### src/rtl/instruction_loader_pkg.sv
// Shared definitions for the instruction loader and instruction memory:
// FSM states, geometry constants and the {slot, field} address packing.
package instruction_loader_pkg;

  localparam int NUM_FIELDS  = 8;
  localparam int FIELD_WIDTH = 32;
  localparam int IM_SIZE     = 2;
  localparam int FIELD_BITS  = 3;
  localparam int ADDR_W      = 32;

  typedef enum logic [1:0] {
    ST_IDLE = 2'd0,
    ST_LOAD = 2'd1,
    ST_DONE = 2'd2
  } ld_state_e;

  // Slot number occupies the upper address bits, field index the low bits.
  function automatic logic [ADDR_W-1:0] pack_im_addr(
    input logic [ADDR_W-1:0]     slot,
    input logic [FIELD_BITS-1:0] field
  );
    return {slot[ADDR_W-1-FIELD_BITS:0], field};
  endfunction

endpackage

### src/rtl/instruction_loader_field_counter.sv
// Field index counter: counts 0..NUM_FIELDS-1 and flags the wrap so the
// parent can advance its instruction count on the same handshake.
module field_counter #(
  parameter int NUM_FIELDS = 8,
  parameter int FIELD_BITS = 3
) (
  input  logic                  i_clk,
  input  logic                  i_rst_n,
  input  logic                  i_clr,
  input  logic                  i_inc,
  output logic [FIELD_BITS-1:0] o_cnt,
  output logic                  o_wrap
);

  localparam logic [FIELD_BITS-1:0] LAST = FIELD_BITS'(NUM_FIELDS - 1);

  logic [FIELD_BITS-1:0] r_cnt;

  assign o_cnt  = r_cnt;
  assign o_wrap = i_inc && (r_cnt == LAST);

  always_ff @(posedge i_clk or negedge i_rst_n) begin
    if (!i_rst_n)   r_cnt <= '0;
    else if (i_clr) r_cnt <= '0;
    else if (i_inc) r_cnt <= o_wrap ? '0 : r_cnt + 1'b1;
  end

endmodule

### src/rtl/instruction_loader.sv
// Stream-to-instruction-memory write master: packs NUM_FIELDS stream words per
// slot and drives the memory's external write port with a 1-cycle latency.
module instruction_loader
  import instruction_loader_pkg::*;
#(
  parameter int NUM_FIELDS  = instruction_loader_pkg::NUM_FIELDS,
  parameter int FIELD_WIDTH = instruction_loader_pkg::FIELD_WIDTH,
  parameter int IM_SIZE     = instruction_loader_pkg::IM_SIZE,
  parameter int FIELD_BITS  = instruction_loader_pkg::FIELD_BITS
) (
  input  logic                   i_clk,
  input  logic                   i_rst_n,
  input  logic                   i_start,
  input  logic [31:0]            i_base_instr,
  input  logic [31:0]            i_num_instr,
  input  logic                   i_in_valid,
  input  logic [FIELD_WIDTH-1:0] i_in_data,
  output logic                   o_in_ready,
  output logic [31:0]            o_wr_addr_ext_im,
  output logic [FIELD_WIDTH-1:0] o_wr_data_ext_im,
  output logic                   o_wr_en_ext_im,
  output logic                   o_busy,
  output logic                   o_done,
  output logic                   o_error
);

  ld_state_e r_state, w_state_nxt;

  logic [31:0]            r_base, r_num, r_instr_cnt;
  logic [31:0]            r_wr_addr;
  logic [FIELD_WIDTH-1:0] r_wr_data;
  logic                   r_wr_en, r_error;

  logic                  w_hs, w_wrap, w_last;
  logic                  w_accept, w_reject, w_empty;
  logic                  w_oor;
  logic [32:0]           w_sum;
  logic [FIELD_BITS-1:0] w_field;
  logic [31:0]           w_slot;

  // Sum taken one bit wider so a 32-bit overflow lands out of range.
  assign w_sum = {1'b0, i_base_instr} + {1'b0, i_num_instr};
  assign w_oor = w_sum > 33'(IM_SIZE);

  assign o_in_ready = (r_state == ST_LOAD);
  assign o_busy     = (r_state == ST_LOAD);
  assign o_done     = (r_state == ST_DONE);
  assign o_error    = r_error;

  assign o_wr_addr_ext_im = r_wr_addr;
  assign o_wr_data_ext_im = r_wr_data;
  assign o_wr_en_ext_im   = r_wr_en;

  assign w_hs   = i_in_valid && o_in_ready;
  assign w_last = w_wrap && (r_instr_cnt == r_num - 32'd1);
  assign w_slot = r_base + r_instr_cnt;

  field_counter #(
    .NUM_FIELDS (NUM_FIELDS),
    .FIELD_BITS (FIELD_BITS)
  ) u_field_cnt (
    .i_clk   (i_clk),
    .i_rst_n (i_rst_n),
    .i_clr   (w_accept),
    .i_inc   (w_hs),
    .o_cnt   (w_field),
    .o_wrap  (w_wrap)
  );

  always_comb begin
    w_state_nxt = r_state;
    w_accept    = 1'b0;
    w_reject    = 1'b0;
    w_empty     = 1'b0;
    case (r_state)
      ST_IDLE: begin
        if (i_start) begin
          if (i_num_instr == 32'd0) begin
            w_empty     = 1'b1;
            w_state_nxt = ST_DONE;
          end else if (w_oor) begin
            w_reject    = 1'b1;
            w_state_nxt = ST_DONE;
          end else begin
            w_accept    = 1'b1;
            w_state_nxt = ST_LOAD;
          end
        end
      end
      ST_LOAD: if (w_last) w_state_nxt = ST_DONE;
      ST_DONE: w_state_nxt = ST_IDLE;
      default: w_state_nxt = ST_IDLE;
    endcase
  end

  always_ff @(posedge i_clk or negedge i_rst_n) begin
    if (!i_rst_n) begin
      r_state     <= ST_IDLE;
      r_base      <= '0;
      r_num       <= '0;
      r_instr_cnt <= '0;
      r_error     <= 1'b0;
    end else begin
      r_state <= w_state_nxt;
      if (w_accept) begin
        r_base      <= i_base_instr;
        r_num       <= i_num_instr;
        r_instr_cnt <= '0;
      end else if (w_wrap) begin
        r_instr_cnt <= r_instr_cnt + 32'd1;
      end
      if (w_reject)                r_error <= 1'b1;
      else if (w_accept | w_empty) r_error <= 1'b0;
    end
  end

  // Write port is registered; address and data hold between writes.
  always_ff @(posedge i_clk or negedge i_rst_n) begin
    if (!i_rst_n) begin
      r_wr_en   <= 1'b0;
      r_wr_addr <= '0;
      r_wr_data <= '0;
    end else begin
      r_wr_en <= w_hs;
      if (w_hs) begin
        r_wr_addr <= {w_slot[31-FIELD_BITS:0], w_field};
        r_wr_data <= i_in_data;
      end
    end
  end

endmodule

### config.mk
export PLATFORM = sky130hd
export DESIGN_NAME = instruction_loader
export DESIGN_NICKNAME = d
export VERILOG_FILES = /design/src/rtl/instruction_loader_pkg.sv /design/src/rtl/instruction_loader_field_counter.sv /design/src/rtl/instruction_loader.sv
export SDC_FILE = /design/constraint.sdc
export NUM_CORES = 1
export LEC_CHECK = 0
export BUFFER_PORTS_ARGS = -buffer_cell sky130_fd_sc_hd__buf_2
export CORE_ASPECT_RATIO = 0.75
export CORE_MARGIN = 8
export CORE_UTILIZATION = 45
export CTS_BUF_LIST = sky130_fd_sc_hd__clkbuf_8
export CTS_CLUSTER_SIZE = 28
export DETAILED_ROUTE_END_ITERATION = 10
export PLACE_DENSITY = 0.62
export SLEW_MARGIN = 25
export SYNTH_ARGS = -nofsm -noshare
export SYNTH_HDL_FRONTEND = slang
export SYNTH_SLANG_ARGS = --single-unit
### constraint.sdc
create_clock -name i_clk -period 4.6 [get_ports i_clk]
set_input_delay 1.15 -clock i_clk [delete_from_list [all_inputs] [get_ports i_clk]]
set_output_delay 1.15 -clock i_clk [all_outputs]
set_load 0.01 [all_outputs]
==> flow_summary.toml, run 1 <==
[run_status]
outcome = "completed"

[cells_and_area]
diodes = 0
drive_gt1_share_pct = 26.25
finalNonFillerCells = 1775
area_delta_synth_final_pct = 19.78
design_area_um2 = 13250
fin_nets = 1597
final_util_pct = 55.01

[routing]
drt-total-wl_um = 31860
routed-via-count = 9389
via_per_inst = 5.290
ant_nets = 0
dr.pass1.iters = 5
routedWlPerCell_um = 17.95
drc = 0
initialDrtViolationCount = 669

[critical_path]
cp.required_ns = 4.93
r2r-start = "r_num[14]$_DFFE_PN0P_"
crit_start = "i_base_instr[0]"
rrSetupSlack_ns = 0.88
worstPathMaxFanout = 22
crit_end = "r_base[16]$_DFFE_PN0P_"
cp.arrival_ns = 4.72
crit_type = "in -> reg"
start_kind = "input port"
reg2reg_depth = 9
critPathCaptureType = "register"
r2r-end = "r_state[0]$_DFFE_PN0P_"

[global_routing]
overflow = 0
first_global_vias = 9168
grtUsageTotal_pct = 21.04
antenna_found_initial = 0
grt_pass1_wl_um = 50890
grt_max_degree = 99

[timing]
final_min_period_over_clock_period_pct = 95.31
fin_skew_ns = 0.01830
rsz0062_at_grt = "false"
setup_violations = 0
fmax_mhz = 228.1
hold_viol = 0
post-route-min-period_ns = 4.384
fin_ws_ns = 0.2156
slew_viol_final = 0
slew_headroom_pct = 38.64
tightest_slew_ns = 0.9204

[cts]
clockRootBuffer = "clkbuf_8"
cts_tree = "done"
htreeDepth = 4
clock-sinks = 164
clkTransAtPathRegs_ns = 0.08
clockBufferDepth = 2
clock_latency_ns = 0.46
cts_buffers = 17

[flow_run]
cap_violations = 0

[synthesis]
synth_cell_types = 73
syn-cell-area_um2 = 11070
synth_edf_count = 0
synth_area_leaders = "dfrtp_1, mux2_4, ha_1"
synth_async_sr_flop_share_pct = 100.0
synth_most_common_cell = "nand2_1"
synthFlopType = "dfrtp_1"
synth_fp_nets = 1361
synth_top_area_share_pct = 37.09
ys_seq_area_share_pct = 37.09
yosysWarnings = 0
synth_area_per_cell_um2 = 9.260
netlist_top_cells_count = "nand2_1, dfrtp_1, nor2_1"
ys_seq_elements = 164
synth_top_area_cell = "dfrtp_1"
postSynthCellCount = 1195

[power]
powerDensity_nw_per_um2 = 223.8
total_power_w = 0.002967
p_leak_nw = 6.736
vdd_drop_max_mv = 0.1478

[place]
post-place-ws_ns = -0.4238
placed_cells = 1743
place_congestion = 0.9019
place_area_um2 = 12860
port_buffers = 168
dpl.hpwl_um = 26080

[floorplan]
ioPinCount = 169
fp.coreArea_um2 = 24090
chipWidth_um = 197.1
die-area_um2 = 29920
start_util_pct = 45.93
fp.dieH_um = 151.8
num_rows = 49

[worst_hold_path]
worstHoldPathType = "reg -> reg"
==> logic make-up after synthesis <==
group / count (synthesis) / share of synthesized area (%)
compound gates: 250 / 15.03
xor+xnor: 112 / 8.865
fa+ha+maj: 66 / 7.598
buf+inv: 75 / 3.155
flops: 164 / 37.09
mux: 67 / 8.786
simple gates: 461 / 19.48
==> critical path, cell delays in order <==
cell	delay [ns]
buf_2	0.12
ha_4	0.16
fa_2	0.36
a211o_1	0.34
a2111oi_4	0.43
o31a_1	0.26
buf_4	0.13
xnor2_1	0.05
nor3_1	0.16
nand4b_1	0.16
nor4_2	0.27
nand3_1	0.19
nor4_4	0.23
buf_12	0.18
buf_12	0.18
mux2_4	0.31
==> per-stage QoR <==
| stage | hold WS, ns | TNS (ns) |
|---|---|---|
| global route | 0.4879 | 0 |
| global placement | 0.4517 | -27.71 |
| finish | 0.4728 | 0 |
| floorplan | 0.4647 | -7.742 |
| detailed placement | 0.4572 | -35.29 |
| CTS | 0.4792 | 0 |
==> registers in the layout (all words and copies together) (netlist names) <==
signal and flops:
u_field_cnt.o_cnt 3, r_base 29, o_wr_data_ext_im 32, r_num 32, r_instr_cnt 32, o_wr_addr_ext_im 32, o_wr_en_ext_im 1, r_state 2
o_error 1
==> repair_timing <==
item | CTS | global route
resized for setup | 0 | 2
setup endpoints to repair | 0 | 80
setup buffers | 0 | 0
hold buffers | 0 | 0
==> per-layer routing <==
layer | vias to the layer above | part of all wire, % | track usage [%]
met5 | - | 0 | 0
met4 | 0 | 1.3 | 4.898
met3 | 23 | 5.4 | 3.553
met2 | 233 | 42 | 31.03
met1 | 4400 | 51 | 31.46
li1 | 4733 | - | -
==> cell type report <==
type                            count  area [µm²]
Sequential cell                   164        4104
Fill cell                        2267       10840
Multi-Input combinational cell    956        6633
Clock buffer                       19       261.5
Tap cell                          331       414.1
Timing Repair Buffer              262        1607
Inverter                           30       112.6
Clock inverter                     13       122.6
==> power breakdown <==
group	internal (W)	total (W)	leakage, nW	switching [W]
combinational	0.000222	0.000503	4.27	0.000281
clock	0.000464	0.00102	0.191	0.000556
sequential	0.00144	0.00144	2.27	0.00000241
total	0.00213	0.00297	6.74	0.000839
==> worst min-delay path by stage <==
stage                                           from                          endpoint  slack, ns  cells past startpoint
floorplan           u_field_cnt.o_cnt[1]$_DFFE_PN0P_   o_wr_addr_ext_im[1]$_DFFE_PN0P_       0.46                      2
global placement     o_wr_data_ext_im[4]$_DFFE_PN0P_   o_wr_data_ext_im[4]$_DFFE_PN0P_       0.45                      2
finish              o_wr_data_ext_im[31]$_DFFE_PN0P_  o_wr_data_ext_im[31]$_DFFE_PN0P_       0.47                      2
global route         o_wr_data_ext_im[0]$_DFFE_PN0P_   o_wr_data_ext_im[0]$_DFFE_PN0P_       0.49                      2
CTS                 o_wr_data_ext_im[31]$_DFFE_PN0P_  o_wr_data_ext_im[31]$_DFFE_PN0P_       0.48                      2
detailed placement  o_wr_data_ext_im[23]$_DFFE_PN0P_  o_wr_data_ext_im[23]$_DFFE_PN0P_       0.46                      2
==> cell usage in the layout (no fill, tap or decap), types with 25 or more instances in the layout <==
cell	instances
inv_1	29
a21o_1	25
nand3_1	30
buf_2	167
dfrtp_1	164
xor2_1	45
nor3_1	34
o21ai_0	57
mux2_4	61
nand2_1	203
xnor2_1	67
nor2_1	82
buf_4	89
a21oi_1	60
ha_1	63
No activity file was read; power rests on OpenSTA's default activity.
==> inputs of run 2 (changes only) <==
--- a/config.mk
+++ b/config.mk
@@ -12,7 +12,7 @@
 export CTS_BUF_LIST = sky130_fd_sc_hd__clkbuf_8
 export CTS_CLUSTER_SIZE = 28
 export DETAILED_ROUTE_END_ITERATION = 10
-export PLACE_DENSITY = 0.62
+export PLACE_DENSITY = 0.64
 export SLEW_MARGIN = 25
 export SYNTH_ARGS = -nofsm -noshare
 export SYNTH_HDL_FRONTEND = slang
==> constraint.sdc (replaced) <==
create_clock -name i_clk -period 3.6 [get_ports i_clk]
set_input_delay 0.9 -clock i_clk [delete_from_list [all_inputs] [get_ports i_clk]]
set_output_delay 0.9 -clock i_clk [all_outputs]
set_load 0.01 [all_outputs]
==> run 2 against run 1 <==
  * The run now ends with negative setup slack left
  * Wire length is 7.5% higher
  * Combinational power is 52% higher
  * Worst hold slack worse by 0.069 ns
  * Setup slack worse by 0.73 ns
  * Cell count is 7.1% higher
  * Core utilization is 5.1 points higher
==> flow_summary.toml, run 2 (synthesis gave the netlist of run 1 again) <==
[timing]
fin_ws_ns = -0.5168
setup_tns_ns = -41.85
hold_slack_ns = 0.4043
tightest_slew_ns = 0.8972
setup_violations = 99
slew_headroom_pct = 40.19
rsz0062_at_grt = "true"
fin_skew_ns = 0.02022
final_min_period_over_clock_period_pct = 114.4
post-route-min-period_ns = 4.117
slew_viol_final = 0
hold_viol = 0
fmax_mhz = 242.9

[routing]
routed-via-count = 10110
routedWlPerCell_um = 18.02
ant_nets = 0
initialDrtViolationCount = 652
drc = 0
dr.pass1.iters = 8
via_per_inst = 5.319
drt-total-wl_um = 34250

[cts]
clock_latency_ns = 0.46
clockRootBuffer = "clkbuf_8"
htreeDepth = 4
clockBufferDepth = 2
cts_tree = "done"
clkTransAtPathRegs_ns = 0.10
cts_buffers = 17
cts-hold-fix-buffers = 0
clock-sinks = 164

[floorplan]
num_rows = 49
fp.dieH_um = 151.8
chipWidth_um = 197.1
start_util_pct = 45.93
fp.coreArea_um2 = 24090
die-area_um2 = 29920
ioPinCount = 169

[cells_and_area]
area_delta_synth_final_pct = 30.87
multi_input_area_um2 = 6724
drive_gt1_share_pct = 33.76
fin_nets = 1723
design_area_um2 = 14480
diodes = 0
fill_cells = 2143
mostFrequentLayoutCells = "nand2_1, buf_4, buf_2, dfrtp_1, xnor2_1"
seq_area_um2 = 4104
final_common_cell = "nand2_1"

[global_routing]
first_global_vias = 9844
grt_max_degree = 99
grtUsageTotal_pct = 22.45
overflow = 0
grt_pass1_wl_um = 53990
antenna_found_initial = 0

[place]
place_area_um2 = 13720
port_buffers = 168
dpl.hpwl_um = 27790
place_congestion = 0.9394

[critical_path]
reg2reg_depth = 9
crit_slowest_cell = "or3_4"
slowest_delay_ns = 0.39
start_kind = "input port"
critPathCaptureType = "register"
crit_type = "in -> reg"
cp.arrival_ns = 4.47
crit_chain = "buf_6 -> ha_4 -> fa_2 -> a211o_1 -> a2111oi_4 -> buf_4 -> nor4_4 -> or3_4 -> a221oi_2 -> nand3b_1 -> nor4_2 -> nand3_1 -> nor4_4 -> buf_6 -> buf_12 -> clkbuf_16 -> mux2_4"
r2r-start = "r_num[14]$_DFFE_PN0P_"
worstPathMaxFanout = 6
rrSetupSlack_ns = 0.23
r2r-end = "r_state[0]$_DFFE_PN0P_"
cp.required_ns = 3.96

[run_status]
outcome = "complete, but fails checks"
violations = "negative setup slack"

[power]
powerDensity_nw_per_um2 = 270.5
vdd_drop_max_mv = 0.2069
p_leak_nw = 7.359

[worst_hold_path]
worstHoldPathType = "in -> async"

[flow_run]
cap_violations = 0
-- run 2: worst max-delay path: cells and delay by family --
family / cells / cell delay, ns
AOI/OAI and AO/OA: 3 / 0.87
buffers and inverters: 5 / 0.74
muxes: 1 / 0.29
adders and majority gates: 2 / 0.51
and+or+nand+nor: 6 / 1.17
-- run 2: layout make-up --
| type | count | share of cell area [%] |
|---|---|---|
| clock inverter | 15 | 1.115 |
| sequential | 164 | 28.34 |
| timing repair buffer | 388 | 18.86 |
| inverter | 30 | 0.7776 |
| clock buffer | 17 | 1.616 |
| tap | 331 | 2.860 |
| multi-input combinational | 956 | 46.43 |
-- run 2: how the worst max path moves through the flow --
| stage | slack, ns | endpoint | cells after the start | from |
|---|---|---|---|---|
| 4_1_cts | -0.50 | r_base[16]$_DFFE_PN0P_ | 17 | i_base_instr[0] |
| 3_3_place_gp | -1.09 | r_num[3]$_DFFE_PN0P_ | 15 | i_base_instr[0] |
| 3_5_place_dp | -1.16 | r_num[10]$_DFFE_PN0P_ | 15 | i_num_instr[0] |
| 6_report | -0.52 | r_base[7]$_DFFE_PN0P_ | 17 | i_num_instr[0] |
| 5_1_grt | -0.62 | r_base[2]$_DFFE_PN0P_ | 17 | i_base_instr[0] |
| 2_1_floorplan | -0.88 | r_base[0]$_DFFE_PN0P_ | 13 | i_base_instr[0] |
-- run 2: where the power goes --
part / total [W] / internal (W) / leakage, nW / switching, W
clock: 0.00131 / 0.000522 / 0.199 / 0.000784
sequential: 0.00185 / 0.00184 / 2.27 / 0.00000335
combinational: 0.000766 / 0.000378 / 4.89 / 0.000388
total: 0.00392 / 0.00274 / 7.36 / 0.00117
-- run 2: per-stage QoR --
step	util [%]	cells	total power (W)	worst slack, ns
6_report	60.10	1901	0.003918	-0.5168
5_1_grt	60.10	1901	0.004113	-0.6155
4_1_cts	59.88	1900	0.003958	-0.4958
3_5_place_dp	56.94	1853	0.002628	-1.162
2_1_floorplan	-	1195	0.002202	-0.8777
3_3_place_gp	56.94	1853	0.002626	-1.086
-- run 2: timing repair --
| action | 4_1_cts | 5_1_grt |
|---|---|---|
| cloned | 3 | 1 |
| pin swaps | 4 | 2 |
| endpoints found under the setup margin | 99 | 100 |
| gates resized for setup | 20 | 36 |
| setup buffers | 13 | 7 |
-- run 2: layer usage --
metal  up-vias  part of all wire (%)  track usage (%)
met5         -                     0                0
met4         0                   1.3            4.505
met3        31                   5.1            3.686
met2       293                    43            33.65
met1      4788                    51            33.47
li1       4999                     -                -
